<file path="config.mk">
export PLATFORM = sky130hd
export DESIGN_NAME = ifetch_unit
export DESIGN_NICKNAME = d
export VERILOG_FILES = /design/src/rtl/ifetch_pkg.sv /design/src/rtl/fetch_fifo.sv /design/src/rtl/ifetch_unit.sv
export SDC_FILE = /design/constraint.sdc
export NUM_CORES = 1
export LEC_CHECK = 0
export ABC_AREA = 1
export BUFFER_PORTS_ARGS = -buffer_cell sky130_fd_sc_hd__buf_2
export CAP_MARGIN = 20
export CORE_ASPECT_RATIO = 0.6
export CORE_UTILIZATION = 38
export DETAILED_ROUTE_END_ITERATION = 16
export HOLD_SLACK_MARGIN = 0.08
export SYNTH_ARGS = -nofsm -noshare
export SYNTH_HDL_FRONTEND = slang
export SYNTH_SLANG_ARGS = --single-unit
export TNS_END_PERCENT = 1
</file>
<file path="constraint.sdc">
create_clock -name clk -period 6.17 [get_ports clk]
set_input_delay 0.9255 -clock clk [delete_from_list [all_inputs] [get_ports clk]]
set_output_delay 0.9255 -clock clk [all_outputs]
set_load 0.01 [all_outputs]
</file>
<file path="src/rtl/ifetch_pkg.sv">
// rtl/ifetch_pkg.sv - shared types for the instruction fetch front end
package ifetch_pkg;

  typedef enum logic [1:0] {
    ST_FETCH   = 2'd0,
    ST_DISCARD = 2'd1,
    ST_HALT    = 2'd2
  } ifetch_state_e;

  typedef struct packed {
    logic [31:0] pc;
    logic [31:0] instr;
    logic        fault;
  } ifetch_entry_t;

  localparam int ENTRY_W = $bits(ifetch_entry_t);

  function automatic logic [31:0] word_align(input logic [31:0] addr);
    return addr & 32'hFFFF_FFFC;
  endfunction

endpackage

</file>
<file path="src/rtl/fetch_fifo.sv">
// rtl/fetch_fifo.sv - synchronous instruction queue with flush, no fall-through
module fetch_fifo #(
  parameter int DEPTH = 4,
  parameter int WIDTH = 65
) (
  input  logic                   clk,
  input  logic                   rst_n,
  input  logic                   flush,
  input  logic                   push,
  input  logic [WIDTH-1:0]       push_data,
  input  logic                   pop,
  output logic [WIDTH-1:0]       pop_data,
  output logic [$clog2(DEPTH):0] count,
  output logic                   full,
  output logic                   empty
);

  localparam int AW = $clog2(DEPTH);
  localparam int CW = AW + 1;

  logic [WIDTH-1:0] mem [DEPTH];
  logic [AW-1:0]    wr_ptr;
  logic [AW-1:0]    rd_ptr;
  logic             do_push;
  logic             do_pop;

  assign full     = (count == CW'(DEPTH));
  assign empty    = (count == '0);
  assign do_pop   = pop && !empty && !flush;
  // A full queue still takes a push when the head leaves in the same cycle.
  assign do_push  = push && !flush && (!full || do_pop);
  assign pop_data = mem[rd_ptr];

  always_ff @(posedge clk) begin
    if (do_push) mem[wr_ptr] <= push_data;
  end

  always_ff @(posedge clk or negedge rst_n) begin
    if (!rst_n) begin
      wr_ptr <= '0;
      rd_ptr <= '0;
      count  <= '0;
    end else if (flush) begin
      wr_ptr <= '0;
      rd_ptr <= '0;
      count  <= '0;
    end else begin
      if (do_push) wr_ptr <= wr_ptr + 1'b1;
      if (do_pop)  rd_ptr <= rd_ptr + 1'b1;
      case ({do_push, do_pop})
        2'b10:   count <= count + 1'b1;
        2'b01:   count <= count - 1'b1;
        default: count <= count;
      endcase
    end
  end

endmodule

</file>
<file path="src/rtl/ifetch_unit.sv">
// rtl/ifetch_unit.sv - fetch PC, single-outstanding icache request and redirect FSM
module ifetch_unit
  import ifetch_pkg::*;
#(
  parameter logic [31:0] RESET_PC    = 32'h0000_0000,
  parameter int          QUEUE_DEPTH = 4
) (
  input  logic        clk,
  input  logic        rst_n,
  output logic        ic_req,
  output logic [31:0] ic_addr,
  input  logic [31:0] ic_rdata,
  input  logic        ic_rvalid,
  input  logic        ic_fault,
  input  logic        redirect_valid,
  input  logic [31:0] redirect_pc,
  output logic        if_valid,
  input  logic        if_ready,
  output logic [31:0] if_instr,
  output logic [31:0] if_pc,
  output logic        if_fault
);

  localparam int CW = $clog2(QUEUE_DEPTH) + 1;
  localparam int NW = CW + 1;
  localparam logic [NW-1:0] DEPTH_C = NW'(QUEUE_DEPTH);

  ifetch_state_e state_q, state_d;
  logic [31:0]   pc_q, pc_d;
  logic          req_q, req_d;
  logic [31:0]   addr_q, addr_d;

  logic          resp;
  logic          push;
  logic          pop;
  logic          space;
  logic [CW-1:0] count;
  logic [NW-1:0] cnt_next;
  logic          full;
  logic          empty;
  ifetch_entry_t push_entry;
  ifetch_entry_t head;

  assign resp = req_q && (ic_fault || ic_rvalid);
  assign pop  = !empty && if_ready;
  assign push = resp && (state_q == ST_FETCH) && !redirect_valid;

  always_comb begin
    push_entry.pc    = pc_q;
    push_entry.instr = ic_fault ? 32'h0 : ic_rdata;
    push_entry.fault = ic_fault;
  end

  assign cnt_next = {1'b0, count} + NW'(push) - NW'(pop);
  assign space    = redirect_valid || (full ? pop : (cnt_next < DEPTH_C));

  always_comb begin
    state_d = state_q;
    pc_d    = pc_q;
    if (push && !ic_fault) pc_d = pc_q + 32'd4;
    if (redirect_valid)    pc_d = word_align(redirect_pc);

    case (state_q)
      ST_FETCH:   if (resp && ic_fault) state_d = ST_HALT;
      ST_DISCARD: if (resp) state_d = ST_FETCH;
      ST_HALT:    state_d = ST_HALT;
      default:    state_d = ST_FETCH;
    endcase
    // An in-flight request cannot be aborted; its response is dropped later.
    if (redirect_valid) state_d = (req_q && !resp) ? ST_DISCARD : ST_FETCH;

    req_d  = 1'b0;
    addr_d = addr_q;
    if (req_q && !resp) begin
      req_d = 1'b1;
    end else if ((state_d == ST_FETCH) && space) begin
      req_d  = 1'b1;
      addr_d = pc_d;
    end
  end

  always_ff @(posedge clk or negedge rst_n) begin
    if (!rst_n) begin
      state_q <= ST_FETCH;
      pc_q    <= word_align(RESET_PC);
      req_q   <= 1'b0;
      addr_q  <= word_align(RESET_PC);
    end else begin
      state_q <= state_d;
      pc_q    <= pc_d;
      req_q   <= req_d;
      addr_q  <= addr_d;
    end
  end

  fetch_fifo #(
    .DEPTH (QUEUE_DEPTH),
    .WIDTH (ENTRY_W)
  ) u_fifo (
    .clk       (clk),
    .rst_n     (rst_n),
    .flush     (redirect_valid),
    .push      (push),
    .push_data (push_entry),
    .pop       (pop),
    .pop_data  (head),
    .count     (count),
    .full      (full),
    .empty     (empty)
  );

  assign ic_req   = req_q;
  assign ic_addr  = addr_q;
  assign if_valid = !empty;
  assign if_pc    = empty ? 32'h0 : head.pc;
  assign if_instr = empty ? 32'h0 : head.instr;
  assign if_fault = !empty && head.fault;

endmodule

</file>
Yosys cells after proc, flatten, opt, wreduce, memory -nomap -nowiden
Memory sizes are Yosys's and may differ from the RTL's.
Index checks and enable logic that the tools add are counted.
Word-level totals
  output and inout port bits: 99
  memories kept: 1
  bits in writable memories: 260
  flip-flop bits (word level): 74
  input port bits: 70
Memories
  u_fifo.mem: words 4, bits a word 65, read ports 1, clocked after memory_dff 0, wr ports 1, RTL line fetch_fifo.sv:21  | logic [WIDTH-1:0] mem [DEPTH];
Operators by class
  reductions and logical operators: 28
  bitwise logic cells: 1
  multiplexer cells: 21
  equal/unequal tests: 5
  order comparisons: 1
  add/sub/neg operators: 7
Operator list (count)
  two-way mux 32 bit: 5
  adder 32 x 3 -> 32 bit, second input constant: 1
  two-way mux 2 bit: 7
  logical AND 1 bit: 13
  two-way mux 1 bit: 6
  case mux 2 bit (3 select lines): 1
  case mux 3 bit (2 select lines): 1
  zero test 1 bit: 5
  adder 2 x 1 -> 2 bit, second input constant: 2
  adder 3 x 1 -> 4 bit: 1
  equality test 2 x 1 -> 1 bit, second input constant: 2
  equality test 2 bit, second input constant: 2
  zero test 2 bit: 2
  < comparator 4 x 3 -> 1 bit, second input constant: 1
  nonzero test 2 bit: 2
  subtractor 4 x 1 -> 4 bit: 1
  adder 3 x 1 -> 3 bit, second input constant: 1
  equality test 3 bit, second input constant: 1
  zero test 3 bit: 1
  logical OR 1 bit: 3
  two-way mux 3 bit: 1
  nonzero test 3 bit: 1
  subtractor 3 x 1 -> 3 bit, second input constant: 1
  AND reduction 2 bit: 1
  NOT 1 bit: 1

Logic depth before layout (Yosys ltp)
  depth in word-level cells: 12
  gate-level depth with buffers: 19
  gate-level depth less buffers: 18

Modules after synthesis
Synthesis repeated with hierarchy kept, for this count alone.
Unflattened totals
  cells, all modules: 1451
  area, all modules: 15152.0 µm²
Modules (own cells, without submodules)
  fetch_fifo: instances 1, area each 10435.0 µm², seq. area each 7982.7 µm², cells an instance 700
  ifetch_unit: instances 1, area each 4717.0 µm², seq. area each 1676.6 µm², cells an instance 751

Least setup slack after synthesis
OpenSTA, ideal clock, no wires.
  kind: input -> register
  from: in redirect_valid
  to: mem u_fifo.mem[0][0], enable pin
  data required time: 5.682 ns
  data arrival time: 4.264 ns
  library setup time: 0.488 ns
  setup slack: 1.418 ns
  cell stages on the path: 8
  cell sequence: buf_6 -> inv_4 -> nand2_4 -> nor2_8 -> nand2_1 -> inv_1 -> o21ai_4 -> nor2_1
On the way
  longest elaborated chain between the ends: 6
  elaborated cells on any way between the ends: 8
  those cells by class: mux: 2; reduce/logical: 6
RTL lines
  start: declaration: RTL line ifetch_unit.sv:15  | input logic redirect_valid,
  zero test 1 bit (*): RTL line fetch_fifo.sv:29, fetch_fifo.sv:31, ifetch_unit.sv:46
  logical AND 1 bit (on tied branches): RTL line ifetch_unit.sv:46, fetch_fifo.sv:29
  logical AND 1 bit / logical OR 1 bit (equally long branches): RTL line fetch_fifo.sv:31  | assign do_push = push && !flush && (!full || do_pop);
  logical AND 1 bit (*): RTL line fetch_fifo.sv:31
  two-way mux 1 bit (*): RTL line fetch_fifo.sv:35  | if (do_push) mem[wr_ptr] <= push_data;
  two-way mux 1 bit (implied by the code) (*): RTL line fetch_fifo.sv:35
  end: declaration: RTL line fetch_fifo.sv:21
Mark *: on every way between the ends. The rest lies on a longest branch, timed or not.

Final worst setup path
  from: reg u_fifo.rd_ptr[0]
  to: out if_pc[4]
On the way
  longest elaborated chain between the ends: 2
RTL lines
  start: declaration: RTL line fetch_fifo.sv:23  | logic [AW-1:0] rd_ptr;
  start signal: assignment: RTL line fetch_fifo.sv:49  | if (do_pop) rd_ptr <= rd_ptr + 1'b1;
  memory read (4 x 65 bit)
  two-way mux 32 bit: RTL line ifetch_unit.sv:115  | assign if_pc = empty ? 32'h0 : head.pc;
  end: declaration: RTL line ifetch_unit.sv:20  | output logic [31:0] if_pc,
Every way passes these cells.

==> impl_metrics.tcl <==
set metrics [dict create \
    status "finished, final reports clean" \
    core_area_um2 37710 \
    area_growth_pct 16.17 \
    leakage_uw 0.006864 \
    maxCapViolCount 0 \
    slew_headroom_pct 31.61 \
    grt_pass1_vias 9841 \
    synth_top_family_by_area "simple AND/OR/NAND/NOR gates" \
    grt_pass1_wl_mm 56.32 \
    cpLargestDelayFamily "buffers and inverters" \
    fill_cells 3658 \
    worstPathArrival_ns 3.44 \
    start_kind "flip-flop" \
    dieArea_um2 39080 \
    period_needed_ns 4.368 \
    num_vias 10305 \
    final_hold_viol_count 0 \
    final_max_slew_viol_count 0 \
    final_cell_mix "nor2_1 (340), nand2_1 (275), edfxtp_1 (260)" \
    h-tree-depth 2 \
    placed_area_um2 15860 \
    antenna_found_initial 0 \
    cts_resized 0 \
    cts_sinks 334 \
    synth_warnings 0 \
    grt_setup_unrepaired "no" \
    ios 169 \
    yosys_most_used_dff "edfxtp_1" \
    final_common_cell "nor2_1" \
    cts_root_buf "clkbuf_16" \
    ys_seq_elements 334 \
    tns_ns 0 \
    cts_tree "yes" \
    crit_required_ns 5.24 \
    nNetsFinal 1659 \
    die_w_um 254.5 \
    dp_hpwl_mm 22.14 \
    drcViolationCount 0 \
    synth_xor_area_share_pct 0.4819 \
    worst_pin_slew_ns 1.023 \
    ant_nets 0 \
    cts_buffer_depth 3 \
    synth-seq-area-share_pct 66.43 \
    path_max_fanout 66 \
    clock_skew_ns 0.02048 \
    synth_area_um2 14540 \
    postCtsSetupBuffers 0 \
    synth_top_area_cell "edfxtp_1" \
    final_cell_count_no_fill 2120 \
    die_y_um 153.5 \
    clock_latency_ns 0.53 \
    yosys.area_share.simple_pct 19.23 \
    place_congestion 0.7920 \
    hold_class "in -> async" \
    crit_chain "inv_2, buf_4, o21ai_0, a21oi_1, buf_2" \
    dp_cells 2057 \
    synth.distinct_cells 40 \
    drtIter0Drc 728 \
    firstDrtPassIters 5 \
    grt_usage_pct 18.77 \
    synthCells 1436 \
    synth_top_area_share_pct 53.70 \
    syn_nets 1515 \
    port-buffer-count 166 \
    path_clk_slew_ns 0.06 \
    cp-end-kind "output port" \
    holdWs_ns 0.3100 \
    row_count 55 \
    ir_drop_v 0.0002093 \
    synth_edf_count 260 \
    setup_violations 0 \
    power_density_nw_per_um2 415.9 \
    synth_mux_area_share_pct 0 \
    drive_gt1_share_pct 16.51 \
    final_util_pct 44.79 \
    cp_slowest_cell "inv_2" \
    grt_max_degree 68 \
    avgSynthCellArea_um2 10.13 \
    grt-ovfl-total 0 \
    wirelength_mm 36.53 \
    synthAdderAreaFrac_pct 0.8261 \
    synth_compound_area_share_pct 8.433 \
    fmax_ghz 0.2289 \
    synth_area_leaders "edfxtp_1 (54%), dfrtp_1 (13%), nor2_1 (8.9%)" \
    cts-hold-fix-buffers 0 \
    vias_per_cell 4.861 \
    worst-path-buf-inv 3 \
    async_flop_share_pct 22.16 \
    slowest_delay_ns 0.80 \
    detail_route.wl_per_cell_um 17.23 \
    cts_buffers 34 \
    initial_core_util_pct 38.56 \
    fin_crit_sh_pct 70.79 \
    path_class "reg -> out" \
    stdcell_area_um2 16890 \
]
worst paths after layout:
path | start | end | slack, ns | cells past startpoint
max in group asynchronous | rst_n | u_fifo.rd_ptr[0]$_DFFE_PN0P_ | 4.85 | 2
min reg2reg | ic_addr[11]$_DFFE_PN0P_ | ic_addr[11]$_DFFE_PN0P_ | 0.48 | 2
min | rst_n | ic_addr[23]$_DFFE_PN0P_ | 0.31 | 1
max reg2reg | u_fifo.rd_ptr[0]$_DFFE_PN0P_ | u_fifo.rd_ptr[1]$_DFFE_PN0P_ | 3.38 | 5
min in group clk | ic_addr[11]$_DFFE_PN0P_ | ic_addr[11]$_DFFE_PN0P_ | 0.48 | 2
max | u_fifo.rd_ptr[0]$_DFFE_PN0P_ | if_pc[4] | 1.80 | 5
registers in the layout, summed over array words and instances, names as in the netlist:
signal	flops
ic_addr	32
ic_req	1
pc_q	32
state_q	2
u_fifo.count	3
u_fifo.mem	260
u_fifo.rd_ptr	2
u_fifo.wr_ptr	2
logic make-up after synthesis:
group / after synthesis
AO/OA/AOI/OAI: 234
XOR/XNOR: 8
adder cells (fa/ha/maj): 9
buffers and inverters: 163
flip-flops: 334
AND/OR/NAND/NOR: 688
stage by stage:
step	setup WS [ns]	power, uW
6_report	1.802	7025
5_1_grt	1.606	7475
4_1_cts	1.781	7125
3_5_place_dp	2.162	5188
3_3_place_gp	2.172	5156
2_1_floorplan	1.418	4296
power breakdown:
part | internal [uW] | leakage [uW] | total [uW] | switching, uW
Sequential | 2770 | 0.00331 | 2990 | 225
Clock | 1060 | 0.000499 | 1920 | 855
Combinational | 674 | 0.00306 | 2110 | 1440
Total | 4510 | 0.00686 | 7020 | 2520
layer usage:
metal,wire length (um),track usage [%]
met1,17810,28.11
met2,15790,28.05
met3,2216,3.386
met4,708,4.790
met5,0,0
cells in the mapped netlist, types with 4 or more instances:
cell      number
nor3_1         4
o21ai_0      138
ha_1           8
inv_2          4
a21oi_1       68
nor2_1       344
nand3_1       34
dfrtp_1       74
inv_1         86
nand4_1        6
nor2_4         6
edfxtp_1     260
buf_2         16
xnor2_1        5
buf_1         12
clkbuf_1      38
nand2_1      275
o21bai_1       8
nand2_2        4
o21ai_1       11
cell type report:
class	count	area [um^2]	area share (%)
sequential	334	9664	57.21
multi-input combinational	939	4243	25.12
timing repair buffer	180	963.4	5.704
clock buffer	45	923.4	5.467
tap	513	641.9	3.800
inverter	91	345.3	2.044
clock inverter	16	105.1	0.6222
antenna	2	5.005	0.02963
Note: power is estimated with default switching activity, not from simulation.
